<file path="config.mk">
export PLATFORM = sky130hd
export DESIGN_NAME = spi_slave_if_flat
export DESIGN_NICKNAME = d
export VERILOG_FILES = /design/src/rtl/spi_wrapper_pkg.sv /design/src/rtl/spi_slave_if_if.sv /design/src/rtl/spi_miso_serializer.sv /design/src/rtl/spi_slave_if.sv /design/src/flat_wrapper.sv
export SDC_FILE = /design/constraint.sdc
export NUM_CORES = 1
export LEC_CHECK = 0
export ABC_AREA = 0
export CAP_MARGIN = 20
export CORE_ASPECT_RATIO = 1.1
export CORE_UTILIZATION = 39
export CTS_BUF_LIST = sky130_fd_sc_hd__clkbuf_8
export DETAILED_ROUTE_END_ITERATION = 8
export GPL_TIMING_DRIVEN = 0
export SLEW_MARGIN = 20
export SYNTH_ARGS = -nofsm -noshare
export SYNTH_HDL_FRONTEND = slang
export SYNTH_SLANG_ARGS = --single-unit
export TNS_END_PERCENT = 10
</file>
<file path="constraint.sdc">
create_clock -name clk -period 2.5 [get_ports clk]
set_input_delay 0.25 -clock clk [delete_from_list [all_inputs] [get_ports clk]]
set_output_delay 0.25 -clock clk [all_outputs]
set_load 0.05 [all_outputs]
</file>
<file path="src/rtl/spi_wrapper_pkg.sv">
// Shared types and constants for the SPI wrapper front end.
package spi_wrapper_pkg;

  localparam int unsigned FRAME_W_DEF = 10;
  localparam int unsigned DATA_W_DEF  = 8;

  typedef enum logic [2:0] {
    IDLE,
    CHK_CMD,
    WRITE,
    READ_ADD,
    READ_DATA
  } spi_state_e;

  localparam logic [1:0] CMD_WR_ADDR = 2'b00;
  localparam logic [1:0] CMD_WR_DATA = 2'b01;
  localparam logic [1:0] CMD_RD_ADDR = 2'b10;
  localparam logic [1:0] CMD_RD_DATA = 2'b11;

endpackage

</file>
<file path="src/rtl/spi_slave_if_if.sv">
// Signal bundle between the SPI pins/RAM and spi_slave_if.
// frame_err exists only when SPI_FRAME_ERR_EN is defined.
interface spi_slave_if_if #(
  parameter int unsigned FRAME_W = spi_wrapper_pkg::FRAME_W_DEF,
  parameter int unsigned DATA_W  = spi_wrapper_pkg::DATA_W_DEF
) ();

  logic               SS_n;
  logic               MOSI;
  logic               MISO;
  logic [FRAME_W-1:0] rx_data;
  logic               rx_valid;
  logic [DATA_W-1:0]  tx_data;
  logic               tx_valid;
`ifdef SPI_FRAME_ERR_EN
  logic               frame_err;
`endif

  modport slave (
    input  SS_n, MOSI, tx_data, tx_valid,
    output MISO, rx_data, rx_valid
`ifdef SPI_FRAME_ERR_EN
    , output frame_err
`endif
  );

  modport master (
    output SS_n, MOSI, tx_data, tx_valid,
    input  MISO, rx_data, rx_valid
`ifdef SPI_FRAME_ERR_EN
    , input frame_err
`endif
  );

endinterface

</file>
<file path="src/rtl/spi_miso_serializer.sv">
// Latches RAM read data on load and shifts it out MSB first on MISO, one bit per cycle.
module spi_miso_serializer #(
  parameter int unsigned DATA_W = spi_wrapper_pkg::DATA_W_DEF
) (
  input  logic              clk,
  input  logic              rst_n,
  input  logic              i_load,
  input  logic              i_clear,
  input  logic [DATA_W-1:0] i_data,
  output logic              o_miso,
  output logic              o_busy,
  output logic              o_done
);

  localparam int unsigned CNT_W = $clog2(DATA_W);

  logic [DATA_W-1:0] r_shift;
  logic [CNT_W-1:0]  r_cnt;
  logic              r_busy;
  logic              r_miso;

  // Last bit is on the wire when the counter reaches zero.
  assign o_done = r_busy && (r_cnt == '0) && !i_clear;
  assign o_busy = r_busy;
  assign o_miso = r_miso;

  always_ff @(posedge clk or negedge rst_n) begin
    if (!rst_n) begin
      r_shift <= '0;
      r_cnt   <= '0;
      r_busy  <= 1'b0;
      r_miso  <= 1'b0;
    end else if (i_clear) begin
      r_cnt  <= '0;
      r_busy <= 1'b0;
      r_miso <= 1'b0;
    end else if (i_load) begin
      r_miso  <= i_data[DATA_W-1];
      r_shift <= {i_data[DATA_W-2:0], 1'b0};
      r_cnt   <= CNT_W'(DATA_W - 1);
      r_busy  <= 1'b1;
    end else if (r_busy) begin
      if (r_cnt != '0) begin
        r_miso  <= r_shift[DATA_W-1];
        r_shift <= {r_shift[DATA_W-2:0], 1'b0};
        r_cnt   <= r_cnt - 1'b1;
      end else begin
        r_miso <= 1'b0;
        r_busy <= 1'b0;
      end
    end
  end

endmodule

</file>
<file path="src/rtl/spi_slave_if.sv">
// SPI slave front end: frame FSM, MOSI deserialiser and read-pair tracking.
// Optional frame_err output enabled by defining SPI_FRAME_ERR_EN.
module spi_slave_if #(
  parameter int unsigned FRAME_W = spi_wrapper_pkg::FRAME_W_DEF,
  parameter int unsigned DATA_W  = spi_wrapper_pkg::DATA_W_DEF
) (
  input logic           clk,
  input logic           rst_n,
  spi_slave_if_if.slave bus
);
  import spi_wrapper_pkg::*;

  localparam int unsigned     CNT_W    = $clog2(FRAME_W + 2);
  localparam logic [CNT_W-1:0] CNT_FULL = CNT_W'(FRAME_W);
  localparam logic [CNT_W-1:0] CNT_DONE = CNT_W'(FRAME_W + 1);

  spi_state_e         r_state;
  logic [CNT_W-1:0]   r_cnt;
  logic [FRAME_W-1:0] r_shift;
  logic [FRAME_W-1:0] r_rx_data;
  logic               r_rx_valid;
  logic               r_rd_addr_seen;
  logic               r_tx_taken;

  logic w_abort;
  logic w_load;
  logic w_ser_miso;
  logic w_ser_busy;
  logic w_ser_done;

  assign w_abort = (r_state != IDLE) && bus.SS_n;
  // RAM data is only accepted once per read-data frame, after its rx_valid.
  assign w_load  = (r_state == READ_DATA) && (r_cnt == CNT_DONE) && bus.tx_valid &&
                   !r_tx_taken && !w_ser_busy && !bus.SS_n;

  always_ff @(posedge clk or negedge rst_n) begin
    if (!rst_n) begin
      r_state        <= IDLE;
      r_cnt          <= '0;
      r_shift        <= '0;
      r_rx_data      <= '0;
      r_rx_valid     <= 1'b0;
      r_rd_addr_seen <= 1'b0;
      r_tx_taken     <= 1'b0;
    end else begin
      r_rx_valid <= 1'b0;
      if (w_abort) begin
        r_state <= IDLE;
        r_cnt   <= '0;
      end else begin
        case (r_state)
          IDLE: begin
            if (!bus.SS_n) begin
              r_state    <= CHK_CMD;
              r_cnt      <= '0;
              r_tx_taken <= 1'b0;
            end
          end
          CHK_CMD: begin
            r_shift <= {r_shift[FRAME_W-2:0], bus.MOSI};
            r_cnt   <= CNT_W'(1);
            if (!bus.MOSI)          r_state <= WRITE;
            else if (r_rd_addr_seen) r_state <= READ_DATA;
            else                     r_state <= READ_ADD;
          end
          default: begin
            if (r_cnt < CNT_FULL) begin
              r_shift <= {r_shift[FRAME_W-2:0], bus.MOSI};
              r_cnt   <= r_cnt + 1'b1;
            end else if (r_cnt == CNT_FULL) begin
              r_cnt      <= CNT_DONE;
              r_rx_valid <= 1'b1;
              r_rx_data  <= r_shift;
              if (r_state == READ_ADD) r_rd_addr_seen <= 1'b1;
            end
            if (w_load)     r_tx_taken     <= 1'b1;
            if (w_ser_done) r_rd_addr_seen <= 1'b0;
          end
        endcase
      end
    end
  end

  spi_miso_serializer #(
    .DATA_W (DATA_W)
  ) u_ser (
    .clk     (clk),
    .rst_n   (rst_n),
    .i_load  (w_load),
    .i_clear (w_abort),
    .i_data  (bus.tx_data),
    .o_miso  (w_ser_miso),
    .o_busy  (w_ser_busy),
    .o_done  (w_ser_done)
  );

  assign bus.MISO     = w_ser_miso;
  assign bus.rx_data  = r_rx_data;
  assign bus.rx_valid = r_rx_valid;

`ifdef SPI_FRAME_ERR_EN
  logic r_frame_err;

  always_ff @(posedge clk or negedge rst_n) begin
    if (!rst_n) begin
      r_frame_err <= 1'b0;
    end else begin
      r_frame_err <= 1'b0;
      if (w_abort && ((r_cnt != CNT_DONE) || w_ser_busy)) begin
        r_frame_err <= 1'b1;
      end else if (!w_abort && (r_state == READ_DATA) && (r_cnt == CNT_W'(1)) &&
                   !bus.MOSI) begin
        // Read-data route chosen but the command's low bit says otherwise.
        r_frame_err <= 1'b1;
      end
    end
  end

  assign bus.frame_err = r_frame_err;
`endif

endmodule

</file>
<file path="src/flat_wrapper.sv">
// flat-port wrapper written by rule: the top's interface ports become plain ports
module spi_slave_if_flat import spi_wrapper_pkg::*;
#(
  parameter int unsigned FRAME_W = spi_wrapper_pkg::FRAME_W_DEF,
  parameter int unsigned DATA_W  = spi_wrapper_pkg::DATA_W_DEF
)
  (clk, rst_n, bus_SS_n, bus_MOSI, bus_tx_data, bus_tx_valid, bus_MISO, bus_rx_data, bus_rx_valid);
  spi_slave_if_if #(.FRAME_W(FRAME_W), .DATA_W(DATA_W)) bus_i ();
  input logic clk;
  input logic rst_n;
  input wire logic [$bits(bus_i.SS_n)-1:0] bus_SS_n;
  input wire logic [$bits(bus_i.MOSI)-1:0] bus_MOSI;
  input wire logic [$bits(bus_i.tx_data)-1:0] bus_tx_data;
  input wire logic [$bits(bus_i.tx_valid)-1:0] bus_tx_valid;
  output wire logic [$bits(bus_i.MISO)-1:0] bus_MISO;
  output wire logic [$bits(bus_i.rx_data)-1:0] bus_rx_data;
  output wire logic [$bits(bus_i.rx_valid)-1:0] bus_rx_valid;
  assign bus_i.SS_n = bus_SS_n;
  assign bus_i.MOSI = bus_MOSI;
  assign bus_i.tx_data = bus_tx_data;
  assign bus_i.tx_valid = bus_tx_valid;
  assign bus_MISO = bus_i.MISO;
  assign bus_rx_data = bus_i.rx_data;
  assign bus_rx_valid = bus_i.rx_valid;
  spi_slave_if #(.FRAME_W(FRAME_W), .DATA_W(DATA_W)) u_core (.clk(clk), .rst_n(rst_n), .bus(bus_i));
endmodule
</file>
==> out/summary.txt, run 1 <==
Outcome -> finished, final reports clean
# DRC -> 0
Synth area leader -> dfrtp_1
Finished Cell Area -> 2317 um^2
Final-layout fill cell count -> 420
Max Slew Vio Count -> 0
Share of the synthesized area in the top cell type -> 0.5548
Multi-input logic area -> 785.8 um^2
Final setup viols -> 0
CP delay by family, top -> flip-flops
Tightest Pin Transition -> 0.7266 ns
DRT iter0 DRCs -> 57
Post-route ant nets -> 0
Maximum VDD drop -> 0.4782 mV
# H-tree levels -> 2
Fin cells -> 245
Core Box Area -> 4652 um^2
PD cells -> 606.7 nW/um^2
Share of cells above drive strength 1 -> 0.1958
TritonRoute pass-1 iters -> 5
Crit path buf inv count -> 1
Fmax -> 516.5 MHz
Syn Nets -> 173
Synth area leaders -> dfrtp_1 55%, mux2_2 12%, a221o_1 3.2%
P&R area growth vs syn -> 22.32%
Vias in the first global route -> 1323
Register Area -> 1051 um^2
CTS tree -> done
Number of vias per cell -> 5.359
Die X-Extent -> 68.45 um
Die Y -> 75.10 um
WS Path Type -> reg2reg
Hold Vio Cnt, Final -> 0
Placed cell areas -> 2227 um^2
Root Driver -> clkbuf_8
Critical Path, Cell by Cell -> ha_1 -> and4bb_1 -> and4b_1 -> buf_2 -> o21ai_4 -> a221o_1
HPWL after DPL -> 2575 um
I/O Buffers -> 24
Seq/Total Area, Yosys -> 0.5548
DR vias -> 1313
Initial Util -> 0.4072
Post-Syn Area -> 1894 um^2
Num ports -> 25
Largest net degree at the start of global routing -> 23
Clock buffer depth -> 2
Synth unique cells -> 35
Critical path required time -> 2.67 ns
Tcrit/Tclk final -> 0.7744
FF+latch count, synth -> 42
First-pass GRT wire length -> 5844 um
Inst Count DP -> 237
Antenna Cells -> 0
Final worst setup slack -> 0.5639 ns
Worst-path fanout max -> 9
Overall Power -> 1406 uW
Drt wl/cell -> 14.46 um
Startpoint Class -> flip-flop
CTS Sinks -> 42
Max stage delay on crit path -> 0.49 ns
# rows -> 26
Clock skew -> 0.005783 ns
Total routed wirelength -> 3542 um
Initial antenna violation count -> 0
Overflow after GRT -> 0
Worst setup EP type -> flip-flop
Min Tclk post-route -> 1.936 ns
Syn avg cell area -> 12.14 um^2
Commonest non-fill, non-tap cells in the layout -> 42 x dfrtp_1, 23 x clkdlybuf4s50_1, 20 x mux2_2
Gr usage total -> 0.1539
Max transition margin -> 0.5120
Max stage delay cell, worst path -> dfrtp_1
RSZ-0062 raised after global routing -> no
YS warnings -> 0
Final Wtd Congestion -> 0.7991
Die area -> 5140 um^2
Clk Latency, worst-skew pair -> 0.28 ns
Max cap viols -> 0
Commonest non-fill, non-tap cell in the layout -> dfrtp_1
Cells after Synth -> 156
Crit path DAT -> 2.11 ns
P_leak -> 0.001050 uW
CTS Buf Count -> 5
HP Class -> in2async
Clk slew on worst S/H paths -> 0.08 ns
Nets -> 206
Pre-CTS worst setup slack -> 0.2812 ns
Setup TNS Final -> 0 ns
==> stage by stage <==
step	hold WS [ns]	util
after floorplan	-0.04559	-
after global placement	0.4686	0.4739
after detailed placement	0.2584	0.4788
after CTS	0.4789	0.4981
after global routing	0.5212	0.4981
final	0.4737	0.4981
==> worst register-to-register path, stage by stage (launching register included) <==
cell and delay [ns]:
dfrtp_1 0.49, ha_1 0.24, and4bb_1 0.23, and4b_1 0.19
buf_2 0.23, o21ai_4 0.12, a221o_1 0.33
==> layer usage <==
metal,global-route usage,up-vias,wire length [um]
met5,0,-,0
met4,0.05324,0,36
met3,0.05152,4,130
met2,0.2647,26,1802
met1,0.1772,652,1572
li1,-,631,-
==> Yosys cell counts <==
cell type  instances
mux2_2            20
nand4b_1           1
o22a_1             1
nor2_1             8
nor3_1             3
and3_1             6
o21ai_0            6
a32o_1             1
nand3_1            2
inv_1              8
and2_1             3
buf_2              4
o31a_1             1
nand2_1            9
o21bai_2           1
nand2b_1           2
o21ai_2            1
a21oi_1            9
clkbuf_1           2
and4b_1            1
o21ai_4            1
ha_1               4
dfrtp_1           42
nor4_4             1
nor3_4             1
a41oi_1            2
a221oi_1           1
nor4b_1            2
a221o_1            6
or3_1              1
xnor2_1            1
and4bb_1           1
a31oi_1            2
nor2b_1            1
o31ai_1            1
==> final cells by class <==
cell class | count | area share
Buffer | 6 | 0.01188
Tap cell | 56 | 0.03024
Sequential cell | 42 | 0.4536
Multi-Input combinational cell | 100 | 0.3391
Clock buffer | 5 | 0.02970
Inverter | 8 | 0.01296
Timing Repair Buffer | 26 | 0.1177
Clock inverter | 2 | 0.004860
==> registers in the layout, summed over array words and instances (netlist names) <==
| name | flops |
|---|---|
| u_core.bus.rx_data | 10 |
| u_core.bus.rx_valid | 1 |
| u_core.r_cnt | 4 |
| u_core.r_rd_addr_seen | 1 |
| u_core.r_shift | 10 |
| u_core.r_state | 3 |
| u_core.r_tx_taken | 1 |
| u_core.u_ser.o_busy | 1 |
| u_core.u_ser.o_miso | 1 |
| u_core.u_ser.r_cnt | 3 |
| u_core.u_ser.r_shift | 7 |
==> power by group <==
part           switching, uW  total, uW  internal [uW]
registers               65.1        827            762
logic                   74.9        182            107
clock network            210        397            187
total                    350       1410           1060
==> repair_timing <==
| action | in CTS | in global routing |
|---|---|---|
| endpoints found under the setup margin | 0 | 0 |
| endpoints found under the hold margin | 21 | 0 |
| resized for setup | 0 | 0 |
| hold buffers | 1 | 0 |
| setup buffers | 0 | 0 |
==> logic make-up after synthesis <==
kind of cell | count (synthesis) | synth area share
AOI/OAI and AO/OA | 33 | 0.1295
xor gates and xnor gates | 1 | 0.004624
adders and majority gates | 4 | 0.02642
buffers and inverters | 14 | 0.03039
DFF | 42 | 0.5548
muxes | 20 | 0.1189
and+or+nand+nor | 42 | 0.1354
==> path summary, 6_finish.rpt <==
check                                        start                      end  slack [ns]  cells past startpoint
hold reg to reg            u_core.u_ser.r_shift[1]  u_core.u_ser.r_shift[1]        0.49                      1
hold / removal                               rst_n      u_core.u_ser.o_miso        0.47                      2
setup / recovery                   u_core.r_cnt[0]  u_core.u_ser.r_shift[2]        0.56                      6
min in group clk           u_core.u_ser.r_shift[1]  u_core.u_ser.r_shift[1]        0.49                      1
setup reg to reg                   u_core.r_cnt[0]  u_core.u_ser.r_shift[2]        0.56                      6
max in group asynchronous                    rst_n        u_core.r_shift[6]        1.54                      3
Power figures use the tool's default switching activity.
==> inputs of run 2 (changes only) <==
- clock period: 2.5 -> 1.94 ns (I/O delays scaled with it)
==> out/summary.txt, run 2 (synthesized netlist as in run 1, its figures left out) <==
Largest net degree at the start of global routing -> 23 (unchanged)
Post-CTS setup buffer count -> 0 (unchanged)
HP Class -> in2async
Overall Power -> 1817 uW (+29%)
WS Path Type -> reg2reg
Die X-Extent -> 68.45 um (unchanged)
P_leak -> 0.001048 uW (-0.16%)
TritonRoute pass-1 iters -> 4 (-1)
Clk Latency, worst-skew pair -> 0.28 ns (about the same)
Reg2reg start -> u_core.r_cnt[0]
Clk slew on worst S/H paths -> 0.08 ns (about the same)
# H-tree levels -> 2 (unchanged)
# DRC -> 0 (unchanged)
Tcrit/Tclk final -> 0.9399 (+0.1655)
CTS Sinks -> 42 (unchanged)
Max stage delay cell, worst path -> dfrtp_2
CTS Buf Count -> 5 (unchanged)
Core Box Area -> 4652 um^2 (unchanged)
Initial Util -> 0.4072 (unchanged)
Vias in the first global route -> 1323 (unchanged)
Worst-path fanout max -> 9 (unchanged)
CTS tree -> done
CP delay by family, top -> flip-flops
Root Driver -> clkbuf_8
Post-route ant nets -> 0 (unchanged)
HPWL after DPL -> 2575 um (unchanged)
Number of vias per cell -> 5.377 (+0.33%)
Setup TNS Final -> 0 ns (unchanged)
Die Y -> 75.10 um (unchanged)
First-pass GRT wire length -> 5844 um (unchanged)
# rows -> 26 (unchanged)
Post-layout util -> 0.5019 (+0.003766)
Gr usage total -> 0.1539 (unchanged)
P&R area growth vs syn -> 23.25%
Crit path from -> u_core.r_cnt[0]
DR vias -> 1312 (-0.076%)
Max stage delay on crit path -> 0.44 ns (-0.05 ns)
Final setup viols -> 0 (unchanged)
Final worst setup slack -> 0.1166 ns (-0.4473 ns)
Die area -> 5140 um^2 (unchanged)
Max Slew Vio Count -> 0 (unchanged)
Antenna Cells -> 0 (unchanged)
Max transition margin -> 0.5098 (-0.002180)
Startpoint Class -> flip-flop
Outcome -> finished, final reports clean
Max cap viols -> 0 (unchanged)
Initial antenna violation count -> 0 (unchanged)
Maximum VDD drop -> 0.6153 mV (+29%)
Final Wtd Congestion -> 0.7991 (unchanged)
Clock buffer depth -> 2 (unchanged)
RSZ-0062 raised after global routing -> no
Pre-CTS worst setup slack -> -0.2228 ns (-0.5040 ns)
PD cells -> 778.1 nW/um^2 (+28%)
Nets -> 205 (-0.49%)
Tightest Pin Transition -> 0.7299 ns (+0.003245 ns)
Share of cells above drive strength 1 -> 0.2181 (+0.02232)
Commonest non-fill, non-tap cell in the layout -> dfrtp_1
Crit path DAT -> 1.99 ns (-0.12 ns)
Fmax -> 548.4 MHz (+6.2%)
Overflow after GRT -> 0 (unchanged)
Total routed wirelength -> 3534 um (-0.23%)
Commonest non-fill, non-tap cells in the layout -> 40 x dfrtp_1, 23 x clkdlybuf4s50_1, 20 x mux2_2
Drt wl/cell -> 14.48 um (+0.18%)
Critical Path, Cell by Cell -> ha_1 -> and4bb_1 -> and4b_1 -> clkbuf_4 -> o21ai_4 -> a221o_1
Finished Cell Area -> 2335 um^2 (+0.76%)
Clock skew -> 0.005751 ns (-0.00003181 ns)
Num ports -> 25 (unchanged)
I/O Buffers -> 24 (unchanged)
Min Tclk post-route -> 1.823 ns (-0.1127 ns)
Final-layout fill cell count -> 420 (unchanged)
Worst setup EP type -> flip-flop
Crit path buf inv count -> 1 (unchanged)
Hold Vio Cnt, Final -> 0 (unchanged)
Critical path required time -> 2.11 ns (-0.56 ns)
DRT iter0 DRCs -> 38 (-33%)
Placed cell areas -> 2227 um^2 (unchanged)
[run 2: layout make-up]
class | instances | area, um^2 | share of cell area
Sequential cell | 42 | 1054 | 0.4512
Multi-Input combinational cell | 100 | 802.0 | 0.3435
Timing Repair Buffer | 26 | 272.8 | 0.1168
Tap cell | 56 | 70.07 | 0.03001
Clock buffer | 5 | 68.82 | 0.02947
Inverter | 8 | 30.03 | 0.01286
Buffer | 5 | 26.28 | 0.01125
Clock inverter | 2 | 11.26 | 0.004823
[run 2: metrics by stage]
step,std cells,hold WS [ns]
3_5_place_dp,237,0.2024
4_1_cts,245,0.4228
6_report,244,0.4178
2_1_floorplan,156,-0.1016
5_1_grt,244,0.4694
3_3_place_gp,236,0.4686
[run 2: worst paths after layout]
| check | to | slack [ns] | cells past startpoint |
|---|---|---|---|
| setup / recovery | u_core.u_ser.r_shift[2] | 0.12 | 6 |
| setup reg to reg | u_core.u_ser.r_shift[2] | 0.12 | 6 |
| hold reg to reg | u_core.u_ser.r_shift[1] | 0.49 | 1 |
| hold / removal | u_core.u_ser.o_miso | 0.42 | 2 |
| max in group asynchronous | u_core.r_cnt[1] | 1.02 | 3 |
| min in group clk | u_core.u_ser.r_shift[1] | 0.49 | 1 |
[run 2: what timing repair did]
item                                    4_1_cts  5_1_grt
endpoints found under the setup margin        1       26
pin swaps                                     0        1
hold buffers                                  1        0
hold endpoints to repair                     21        0
resized for setup                             1        5
[run 2: routing by layer]
| layer | share of wire | global-route usage | vias to the layer above |
|---|---|---|---|
| met5 | 0 | 0 | - |
| met1 | 0.44 | 0.1772 | 648 |
| li1 | - | - | 630 |
| met4 | 0.010 | 0.05324 | 0 |
| met3 | 0.038 | 0.05152 | 4 |
| met2 | 0.51 | 0.2647 | 30 |
[run 2: power by group]
group          switching (uW)  leakage [uW]  internal [uW]
Sequential               84.5      0.000560            983
Combinational            97.3      0.000447            139
Clock                     272     0.0000414            241
